==> src/rtl/pipe_pkg.sv <==
// rtl/pipe_pkg.sv - shared types, defaults and helpers for the skid pipeline stage
package pipe_pkg;

    typedef enum logic [1:0] {
        PIPE_EMPTY = 2'b00,
        PIPE_ONE   = 2'b01,
        PIPE_FULL  = 2'b11
    } pipe_state_e;

    localparam int PIPE_DEF_DATA_W = 64;
    localparam int PIPE_DEF_CNT_W  = 32;

    // EX/MEM payload; the stage treats it as an opaque bit vector
    typedef struct packed {
        logic [31:0] alu_result;
        logic [31:0] store_data;
        logic [4:0]  rd;
        logic [1:0]  mem_size;
        logic        mem_read;
        logic        mem_write;
        logic        reg_write;
    } exmem_payload_t;

    // MEM/WB payload
    typedef struct packed {
        logic [31:0] wb_data;
        logic [4:0]  rd;
        logic        reg_write;
    } memwb_payload_t;

    // Entries held for a {skid_v, main_v} state; the unreachable 10 maps to 0
    function automatic logic [1:0] pipe_occupancy(input logic [1:0] st);
        case (st)
            PIPE_ONE:  return 2'd1;
            PIPE_FULL: return 2'd2;
            default:   return 2'd0;
        endcase
    endfunction

endpackage

==> src/rtl/pipe_stage_skid_if.sv <==
// rtl/pipe_stage_skid_if.sv - valid/ready/data handshake bundle with master/slave modports
interface pipe_stage_skid_if
    import pipe_pkg::*;
#(
    parameter int DATA_W = PIPE_DEF_DATA_W
);
    logic              valid;
    logic              ready;
    logic [DATA_W-1:0] data;

    modport master (output valid, output data, input ready);
    modport slave  (input valid, input data, output ready);
endinterface

==> src/rtl/pipe_sat_counter.sv <==
// rtl/pipe_sat_counter.sv - saturating up-counter with synchronous clear
module pipe_sat_counter #(
    parameter int WIDTH = 32
) (
    input  logic             clk,
    input  logic             clear,
    input  logic             inc,
    output logic [WIDTH-1:0] count
);

    localparam logic [WIDTH-1:0] ONE = {{(WIDTH-1){1'b0}}, 1'b1};

    // Count qualifying cycles, sticking at all-ones
    always_ff @(posedge clk) begin
        if (clear) begin
            count <= '0;
        end else if (inc && (count != '1)) begin
            count <= count + ONE;
        end
    end

endmodule

==> src/rtl/pipe_stage_skid.sv <==
// rtl/pipe_stage_skid.sv - pipeline register with 2-entry skid buffer; PIPE_PERF_CNT_EN adds stall/bubble counters
module pipe_stage_skid
    import pipe_pkg::*;
#(
    parameter int                DATA_W    = PIPE_DEF_DATA_W,
    parameter logic [DATA_W-1:0] RESET_VAL = '0,
    parameter int                CNT_W     = PIPE_DEF_CNT_W
) (
    input  logic               clk,
    input  logic               reset,
    input  logic               flush,
    pipe_stage_skid_if.slave   up,
    pipe_stage_skid_if.master  dn,
    output logic [1:0]         occupancy,
    output logic [CNT_W-1:0]   stall_cnt,
    output logic [CNT_W-1:0]   bubble_cnt
);

    localparam logic [1:0] ST_EMPTY = PIPE_EMPTY;
    localparam logic [1:0] ST_ONE   = PIPE_ONE;
    localparam logic [1:0] ST_FULL  = PIPE_FULL;

    logic              main_v;
    logic              skid_v;
    logic [DATA_W-1:0] main_d;
    logic [DATA_W-1:0] skid_d;
    logic [1:0]        state;
    logic              in_fire;
    logic              out_fire;

    // in_ready comes straight from the skid flag, so no combinational path from out_ready
    assign up.ready  = !skid_v;
    assign dn.valid  = main_v;
    assign dn.data   = main_d;
    assign state     = {skid_v, main_v};
    assign occupancy = pipe_occupancy(state);
    assign in_fire   = up.valid && !skid_v;
    assign out_fire  = main_v && dn.ready;

    // Main/skid entry update: reset beats flush beats normal flow
    always_ff @(posedge clk) begin
        if (reset || flush) begin
            main_v <= 1'b0;
            skid_v <= 1'b0;
            main_d <= RESET_VAL;
            skid_d <= RESET_VAL;
        end else begin
            case (state)
                ST_EMPTY: begin
                    if (in_fire) begin
                        main_v <= 1'b1;
                        main_d <= up.data;
                    end
                end
                ST_ONE: begin
                    if (in_fire && out_fire) begin
                        main_d <= up.data;
                    end else if (out_fire) begin
                        main_v <= 1'b0;
                    end else if (in_fire) begin
                        skid_v <= 1'b1;
                        skid_d <= up.data;
                    end
                end
                ST_FULL: begin
                    if (out_fire) begin
                        main_d <= skid_d;
                        skid_v <= 1'b0;
                    end
                end
                default: begin
                    // Skid without main cannot arise; fall back to empty if it ever does
                    main_v <= 1'b0;
                    skid_v <= 1'b0;
                end
            endcase
        end
    end

`ifdef PIPE_PERF_CNT_EN
    logic stall_cond;
    logic bubble_cond;

    assign stall_cond  = main_v && !dn.ready;
    assign bubble_cond = dn.ready && !main_v;

    pipe_sat_counter #(.WIDTH(CNT_W)) u_stall_cnt (
        .clk   (clk),
        .clear (reset),
        .inc   (stall_cond),
        .count (stall_cnt)
    );

    pipe_sat_counter #(.WIDTH(CNT_W)) u_bubble_cnt (
        .clk   (clk),
        .clear (reset),
        .inc   (bubble_cond),
        .count (bubble_cnt)
    );
`else
    assign stall_cnt  = '0;
    assign bubble_cnt = '0;
`endif

endmodule

==> src/flat_wrapper.sv <==
// flat-port wrapper written by rule: the top's interface ports become plain ports
module pipe_stage_skid_flat import pipe_pkg::*;
#(
    parameter int                DATA_W    = PIPE_DEF_DATA_W,
    parameter logic [DATA_W-1:0] RESET_VAL = '0,
    parameter int                CNT_W     = PIPE_DEF_CNT_W
)
  (clk, reset, flush, occupancy, stall_cnt, bubble_cnt, up_valid, up_data, up_ready, dn_valid, dn_data, dn_ready);
  pipe_stage_skid_if #(.DATA_W(DATA_W)) up_i ();
  pipe_stage_skid_if #(.DATA_W(DATA_W)) dn_i ();
  input  logic clk;
  input  logic reset;
  input  logic flush;
  output logic [1:0] occupancy;
  output logic [CNT_W-1:0] stall_cnt;
  output logic [CNT_W-1:0] bubble_cnt;
  input wire logic [$bits(up_i.valid)-1:0] up_valid;
  input wire logic [$bits(up_i.data)-1:0] up_data;
  output wire logic [$bits(up_i.ready)-1:0] up_ready;
  output wire logic [$bits(dn_i.valid)-1:0] dn_valid;
  output wire logic [$bits(dn_i.data)-1:0] dn_data;
  input wire logic [$bits(dn_i.ready)-1:0] dn_ready;
  assign up_i.valid = up_valid;
  assign up_i.data = up_data;
  assign up_ready = up_i.ready;
  assign dn_valid = dn_i.valid;
  assign dn_data = dn_i.data;
  assign dn_i.ready = dn_ready;
  pipe_stage_skid #(.DATA_W(DATA_W), .RESET_VAL(RESET_VAL), .CNT_W(CNT_W)) u_core (.clk(clk), .reset(reset), .flush(flush), .up(up_i), .dn(dn_i), .occupancy(occupancy), .stall_cnt(stall_cnt), .bubble_cnt(bubble_cnt));
endmodule
==> config.mk <==
export PLATFORM = sky130hd
export DESIGN_NAME = pipe_stage_skid_flat
export DESIGN_NICKNAME = d
export VERILOG_FILES = /design/src/rtl/pipe_pkg.sv /design/src/rtl/pipe_stage_skid_if.sv /design/src/rtl/pipe_sat_counter.sv /design/src/rtl/pipe_stage_skid.sv /design/src/flat_wrapper.sv
export SDC_FILE = /design/constraint.sdc
export NUM_CORES = 1
export LEC_CHECK = 0
export CAP_MARGIN = 20
export CORE_AREA = 5 5 118 148
export DETAILED_ROUTE_END_ITERATION = 7
export DIE_AREA = 0 0 123 153
export GPL_TIMING_DRIVEN = 0
export PLACE_DENSITY = 0.64
export SLEW_MARGIN = 0
export SYNTH_ARGS = -nofsm -noshare
export SYNTH_HDL_FRONTEND = slang
export SYNTH_SLANG_ARGS = --single-unit
==> constraint.sdc <==
create_clock -name clk -period 2.6 [get_ports clk]
set_input_delay 0.26 -clock clk [delete_from_list [all_inputs] [get_ports clk]]
set_output_delay 0.26 -clock clk [all_outputs]
set_load 0.01 [all_outputs]
* Word level (Yosys, flattened, before mapping)
Cells that the tools add are included.
** Storage, ports and cells
- Register bits :: 130
- Bits in latches :: 0
- Memory bits (writable) :: 0
- ROM bits :: 0
- Input bits :: 69
- Output and inout port bits :: 132
- Word-level logic and storage cells :: 40
- Memories kept :: 0
** Cells by class
- Add/subtract/negate cells :: 0
- Multipliers :: 0
- Divide/modulo/power cells :: 0
- Order comparisons :: 0
- Eq/ne operators :: 9
- Shift-type cells :: 0
- Mux-type cells :: 12
- Bitwise logic cells :: 4
- Reductions and logical operators :: 11
** Operators with widths (number)
- $mux 64 :: 3
- $pmux 64 s3 :: 1
- $reduce_and 4->1 :: 3
- $ne 2x1->1 const B :: 5
- $pmux 1 s3 :: 2
- $mux 1 :: 5
- $reduce_and 5->1 :: 1
- $ne 2x2->1 const B :: 2
- $not 1->1 :: 4
- $pmux 2 s2 :: 1
- $logic_and 1x1->1 :: 3
- $reduce_bool 3->1 :: 1
- $eq 2x1->1 const B :: 1
- $eq 2x2->1 const B :: 1
- $logic_not 2->1 :: 1
- $logic_not 1->1 :: 1
- $logic_or 1x1->1 :: 1

* Depth between registers and ports, before layout
Gate-level depths: netlist (run 1).
- Word-level depth :: 6
- Mapped depth :: 6
- Mapped depth without buffers :: 3

* Worst setup path after synthesis (run 1)
Ideal clock, no wire load.
- Kind :: register to register
- Start point :: reg u_core.skid_v
- End point :: reg u_core.main_d[0], in the netlist u_core.dn.data[0]
- Library setup time :: 0.070 ns
- Data arrival time :: 1.372 ns
- Data required time :: 2.530 ns
- Slack :: 1.158 ns
- Cell stages (with the launch flop) :: 5
- Path buffers :: 1
- Period minus slack after synthesis :: 1.442 ns
- Path through :: dfxtp_1 > mux2_2 > a21oi_4 > buf_4 > o2bb2ai_1
** On the way
- Longest elaborated chain between the ends :: 5
** Ends and longest elaborated chain
- from (decl) :: line pipe_stage_skid.sv:24 : logic skid_v;
- from (signal assigned) :: line pipe_stage_skid.sv:44 : skid_v <= 1'b0;
- from (signal assigned) :: line pipe_stage_skid.sv:61 : skid_v <= 1'b1;
- from (signal assigned) :: line pipe_stage_skid.sv:68 : skid_v <= 1'b0;
- $logic_not 1->1 :: line pipe_stage_skid.sv:37 : assign in_fire = up.valid && !skid_v;
- $logic_and 1x1->1 :: line pipe_stage_skid.sv:37
- $logic_and 1x1->1 :: line pipe_stage_skid.sv:56 : if (in_fire && out_fire) begin
- $ne 2x1->1 (no line)
- $reduce_and 4->1 (no line)
- to (signal assigned) :: line pipe_stage_skid.sv:52 : main_d <= up.data;
- to (signal assigned) :: line pipe_stage_skid.sv:57 : main_d <= up.data;
- to (signal assigned) :: line pipe_stage_skid.sv:67 : main_d <= skid_d;
- to (decl) :: line pipe_stage_skid.sv:25 : logic [DATA_W-1:0] main_d;
Several ways; a longest one is shown, not always the timed one.
A chain may end at the register's enable or synchronous reset.

* Worst setup path after layout (run 1)
- Start point :: reg u_core.skid_v
- End point :: out occupancy[1]
** On the way
- Longest elaborated chain between the ends :: 2
** Ends and longest elaborated chain
- $eq 2x2->1 or $eq 2x1->1 (tied branches) :: line pipe_pkg.sv:33 : case (st)
- $pmux 2 s2 (*) :: line pipe_pkg.sv:33
- to (decl) :: line flat_wrapper.sv:14 : output logic [1:0] occupancy;
Mark *: on every way between the ends. The rest lies on a longest branch, timed or not.

==> metrics.csv, run 1 <==
metric;value;unit
tightestPinTransition;0.7459;ns
power_density;624.6;nW/um^2
drt-pass1-iter-count;4;
ctsRootBufferMaster;clkbuf_16;
final-hold-violation-count;0;
grt.overflow.total;0;
die_h;153;um
first_global_vias;4332;
regArea;2603;sq um
h-tree-depth;4;
syn_inst;574;
critical_path_class;reg -> out;
setup_viol;0;
grt_pass1_wl;22360;um
coreArea;15940;sq um
antenna_left;0;
dieArea;18820;sq um
postCtsSetupBuffers;0;
cts_tree;yes;
worstPathMaxFanout;10;
fmax;419.3;MHz
ir_drop;399.6;uV
maxSlewViolCount;0;
hold_path_depth;3;
critical_path_arrival;2.12;ns
clockBufferDepth;2;
fillers;1512;
vias;4453;
insertion_delay;0.42;ns
rsz0062_at_grt;false;
wl_per_cell;13.89;um
areaGrowthSynthToFinish;45.53;%
synth.distinct_cells;23;
gr-usage-all-layers;15.00;%
synth_top_cell_by_area;dfxtp_1;
die_x;123;um
drive_above_1_share;15.40;%
p_leak;3.413;nW
first_iter_violations;182;
finClkSkew;0.006754;ns
period_needed;2.385;ns
relSlewSlack;50.27;%
cts.sinks;130;
cts_made_buffers;17;
synth-seq-cells;130;
antennaDiodeCount;0;
vias_per_cell;4.361;
layout.nets;861;
worst_setup_path_start_kind;flip-flop;
num_io_pins;201;
min_path_type;in -> reg;
antenna_found_initial;0;
multiInputGateArea;2345;sq um
r2r_cells;4;
ys_seq_area_share;47.97;%
dp_hpwl;10020;um
routabilityCongestion;0.7158;
crit_required;2.34;ns
critPathCaptureType;output pin;
io_buffers;136;
netlist.area_leader.share;47.97;%
fin_crit_sh;91.73;%
grt_max_degree;17;
post-route-util;49.53;%
synthTopCellsByArea;dfxtp_1 (48%), mux2i_1 (12%), o2bb2ai_1 (10%);
cts_hold_buf;0;
wirelength;14190;um
yosys_warnings;0;
setup_tns;0;ns
start_util;34.03;%
syn-cell-area;5425;sq um
status;finished clean;
clk_pin_slew;0.06;ns
syn_area_per_cell;9.452;sq um
std_cell_rows;52;
drc;0;
cts_resized;0;
maxCapViolations;0;
sequential cells by signal, indices dropped and copies added, names as in the netlist:
register,flops
u_core.skid_v,1
u_core.dn.valid,1
u_core.dn.data,64
u_core.skid_d,64
stage by stage:
stage | hold slack (ns) | worst slack, ns | instances | total power [W] | instance area, sq um
2_1_floorplan | 0.3960 | 1.158 | 637 | 0.002336 | 5662
3_3_place_gp | 0.4409 | 0.4156 | 989 | 0.002571 | 7293
6_report | 0.4202 | 0.2151 | 1021 | 0.004931 | 7895
4_1_cts | 0.3993 | 0.1559 | 1021 | 0.004977 | 7895
5_1_grt | 0.4156 | 0.04702 | 1021 | 0.005123 | 7895
3_5_place_dp | 0.4453 | 0.4240 | 989 | 0.002571 | 7293
power breakdown:
part / leakage, nW / internal [W] / switching, W
Clock: 0.284 / 0.00154 / 0.000867
Sequential: 1.05 / 0.00203 / 0.0000216
Combinational: 2.08 / 0.000262 / 0.000212
Total: 3.41 / 0.00383 / 0.00110
path summary, 6_finish.rpt:
path | startpoint | endpoint | slack (ns)
setup / recovery | u_core.skid_v | occupancy[1] | 0.22
hold / removal | up_data[50] | u_core.skid_d[50] | 0.42
setup reg to reg | u_core.skid_v | u_core.dn.data[0] | 0.83
hold reg to reg | u_core.skid_d[3] | u_core.skid_d[3] | 0.45
Yosys cell counts, drive strengths merged:
library cell / instances
dfxtp: 130
nand2: 130
buf: 97
a21oi: 66
mux2i: 64
o2bb2ai: 64
clkbuf: 9
inv: 3
and2b: 1
conb: 1
mux2: 1
nand2b: 1
nand3b: 1
nand4bb: 1
nor2: 1
nor3: 1
nor4bb: 1
o21ai: 1
or2: 1
placed cells by master (no fill, tap or decap):
cell	count
clkdlybuf4s50_1	136
nand2_1	130
dfxtp_1	130
buf_4	66
a21oi_1	65
mux2i_1	64
o2bb2ai_1	64
conb_1	64
buf_2	22
clkbuf_16	17
clkbuf_1	11
buf_1	5
clkbuf_8	5
buf_6	4
clkinvlp_4	4
inv_1	3
bufinv_16	2
clkinv_2	2
and2b_1	1
nand2b_1	1
mux2_2	1
or2_0	1
a21oi_4	1
nand3b_1	1
nor4bb_1	1
nand4bb_1	1
o21ai_0	1
nor2_1	1
nor3_1	1
per-layer routing:
| layer | wire, um | up-vias | global-route usage (%) |
|---|---|---|---|
| met5 | 0 | - | 0 |
| met2 | 6658 | 138 | 24.24 |
| li1 | - | 2284 | - |
| met4 | 193 | 0 | 5.224 |
| met3 | 1164 | 13 | 5.323 |
| met1 | 6168 | 2018 | 18.41 |
layout make-up:
cell class	count	area share [%]
Sequential cell	130	32.96
Multi-Input combinational cell	398	29.70
Timing Repair Buffer	136	17.24
Buffer	106	8.906
Clock buffer	24	6.355
Tap cell	216	3.423
Clock inverter	8	1.268
Inverter	3	0.1426
critical path, stage by stage (launching register included):
cell,delay (ns)
dfxtp_1,0.38
nand2_1,0.10
buf_2,0.29
buf_2,0.36
inv_1,0.09
clkdlybuf4s50_1,0.49
cells by family (layout without fill, tap and decap cells):
family,Yosys count,count (layout),share of synthesized area (%)
and+or+nand+nor,138,138,10.06
AOI/OAI and AO/OA,131,131,16.72
DFF,130,130,47.97
buffers and inverters,109,277,13.17
muxes,65,65,12.02
other,1,64,0.06912
No activity file was read; power rests on OpenSTA's default activity.
==> run 2, diff against run 1 <==
--- a/config.mk
+++ b/config.mk
@@ -6,12 +6,13 @@
 export NUM_CORES = 1
 export LEC_CHECK = 0
 export CAP_MARGIN = 20
-export CORE_AREA = 5 5 118 148
+export CORE_AREA = 5 5 120 167
 export DETAILED_ROUTE_END_ITERATION = 7
-export DIE_AREA = 0 0 123 153
+export DIE_AREA = 0 0 125 172
 export GPL_TIMING_DRIVEN = 0
-export PLACE_DENSITY = 0.64
+export PLACE_DENSITY = 0.72
 export SLEW_MARGIN = 0
 export SYNTH_ARGS = -nofsm -noshare
 export SYNTH_HDL_FRONTEND = slang
+export SYNTH_HIERARCHICAL = 1
 export SYNTH_SLANG_ARGS = --single-unit
==> run 2 against run 1 <==
Clock-buffer cell count is 5 lower; highest routed layer is now met5; die area is 14% higher; cell area is 12% higher; clock power is 4% higher; register-to-register slack worse by 0.37 ns; global-route usage is 0.55 points higher.
==> metrics.csv, run 2 <==
metric;value;unit;change
synth.distinct_cells;27;;+17%
min_path_type;in -> reg;;
coreArea;18380;sq um;+15%
rsz0062_at_grt;false;;
synth_edf_count;0;;unchanged
antenna_left;0;;unchanged
busiest_layer;met2;;
routabilityCongestion;0.7956;;+11%
drt-pass1-iter-count;4;;unchanged
fmax;467.4;MHz;+11%
wl_per_cell;15.06;um;+8.4%
period_needed;2.139;ns;-0.2455 ns
cts.sinks;130;;unchanged
dp_slack;0.4715;ns;+0.04755 ns
syn-cell-area;6284;sq um;+16%
dieArea;21500;sq um;+14%
synth_top_cell_by_area;dfxtp_1;;
maxCapViolations;0;;unchanged
layout_commonest_cell;clkdlybuf4s50_1;;
worst_setup_path_start_kind;flip-flop;;
met3_usage;4.388;%;-0.94 points
setup_tns;0;ns;unchanged
critical_path_arrival;2.40;ns;+0.28 ns
yosys-top-cells-count;a21oi_1 (132), dfxtp_1 (130), nand2_1 (129), buf_4 (66), mux2i_1 (64);;
areaGrowthSynthToFinish;40.10;%;
vias_per_cell;4.541;;+4.1%
fillers;1718;;+14%
die_h;172;um;+12%
netlist.area_leader.share;41.42;%;-6.6 points
crit_required;2.86;ns;+0.52 ns
gr-usage-all-layers;15.55;%;+0.55 points
power;0.005467;W;+11%
die_x;125;um;+1.6%
syn_inst;662;;+15%
antenna_found_initial;1;;+1
wirelength;17130;um;+21%
ir_drop;353.6;uV;-12%
power_density;621.0;nW/um^2;-0.58%
ys_seq_area_share;41.42;%;-6.6 points
ctsRootBufferMaster;clkbuf_16;;
h-tree-depth;4;;unchanged
cts_tree;yes;;
critPathCaptureType;flip-flop;;
cts_made_buffers;17;;unchanged
status;finished clean;;
first_global_vias;5173;;+19%
gr-usage-met2;27.35;%;+3.1 points
grt.overflow.total;0;;unchanged
syn_area_per_cell;9.492;sq um;+0.42%
tightestPinTransition;0.6701;ns;-0.07584 ns
finClkSkew;0.007297;ns;+0.0005430 ns
insertion_delay;0.41;ns;about the same
final-hold-violation-count;0;;unchanged
postCtsSetupBuffers;0;;unchanged
setup_viol;0;;unchanged
drive_above_1_share;22.84;%;+7.4 points
clk_pin_slew;0.06;ns;about the same
grt_max_degree;17;;unchanged
antennaDiodeCount;0;;unchanged
cts_hold_buf;0;;unchanged
relSlewSlack;55.33;%;+5.1 points
cts_resized;0;;unchanged
synth-seq-cells;130;;unchanged
hold_path_depth;3;;unchanged
p_leak;3.182;nW;-6.8%
dp_hpwl;12340;um;+23%
post-route-util;47.89;%;-1.6 points
drc;0;;unchanged
ys.flop_type;dfxtp_1;;
grt_pass1_wl;26900;um;+20%
fin_ws;0.4606;ns;+0.2455 ns
critical_path_class;reg -> reg;;
start_util;34.18;%;+0.15 points
vias;5163;;+16%
clockBufferDepth;2;;unchanged
synthTopCellsByArea;dfxtp_1 (41%), a211oi_2 (12%), a21oi_1 (11%);;
first_iter_violations;333;;+83%
yosys_warnings;6;;+6
fin_crit_sh;82.28;%;-9.4 points
use_met1;18.02;%;-0.39 points
r2r_cells;7;;+3
std_cell_rows;59;;+13%
layout.nets;953;;+11%
synth.most_common_cell;a21oi_1;;
maxSlewViolCount;0;;unchanged
io_buffers;136;;unchanged
num_io_pins;201;;unchanged
worstPathMaxFanout;10;;unchanged
async_reset_ff_share;0;%;unchanged
mostFrequentLayoutCells;clkdlybuf4s50_1 (136), a21oi_1 (132), dfxtp_1 (130);;
==> run 2: worst paths after layout <==
kind | from | to | slack [ns]
setup / recovery | u_core/dn.valid | u_core/dn.data[62] | 0.46
hold / removal | up_data[44] | u_core/skid_d[44] | 0.42
setup reg to reg | u_core/dn.valid | u_core/dn.data[62] | 0.46
hold reg to reg | u_core/skid_d[32] | u_core/skid_d[32] | 0.45
==> run 2: area by class of cell <==
cell class	count	area, sq um	share of cell area, %
clock inverter	13	173.9	1.976
sequential	130	2603	29.56
tap	244	305.3	3.468
buffer	121	960.9	10.92
inverter	4	15.01	0.1706
timing repair buffer	136	1361	15.46
multi-input combinational	470	2942	33.41
clock buffer	19	442.9	5.031
==> run 2: worst max-delay path: stages, from the launching register on <==
cell and delay [ns]:
dfxtp_1 0.46, inv_1 0.08, ha_1 0.30, a222oi_1 0.45, and2_2 0.23, buf_6 0.18, buf_6 0.20, a211oi_2 0.09
==> run 2: where the power goes <==
part	total (W)	switching (W)	internal, W	leakage, nW
sequential	0.00210	0.0000380	0.00206	1.06
clock	0.00249	0.000941	0.00155	0.292
combinational	0.000876	0.000434	0.000442	1.83
==> run 2: cell families (layout without fill, tap and decap cells) <==
kind of cell	after synthesis	in the layout	share of synthesized area [%]
AO/OA/AOI/OAI	200	200	23.36
AND/OR/NAND/NOR	138	138	8.642
flip-flops	130	130	41.42
buffers and inverters	125	293	15.53
multiplexers	64	64	10.20
adder cells (fa/ha/maj)	4	4	0.7965
other	1	64	0.05968
==> run 2: metrics by stage <==
| stage | std cells | hold slack [ns] | instance area [sq um] |
|---|---|---|---|
| CTS | 1137 | 0.4062 | 8803 |
| finish | 1137 | 0.4212 | 8803 |
| global placement | 1105 | 0.4410 | 8187 |
| floorplan | 725 | 0.3960 | 6520 |
| detailed placement | 1105 | 0.4461 | 8187 |
| global route | 1137 | 0.4286 | 8803 |
==> run 2: per-layer routing <==
| layer | part of all wire [%] | up-vias |
|---|---|---|
| met5 | 0.12 | - |
| met4 | 2.1 | 2 |
| met3 | 6.7 | 27 |
| met2 | 50 | 176 |
| met1 | 41 | 2345 |
| li1 | - | 2613 |
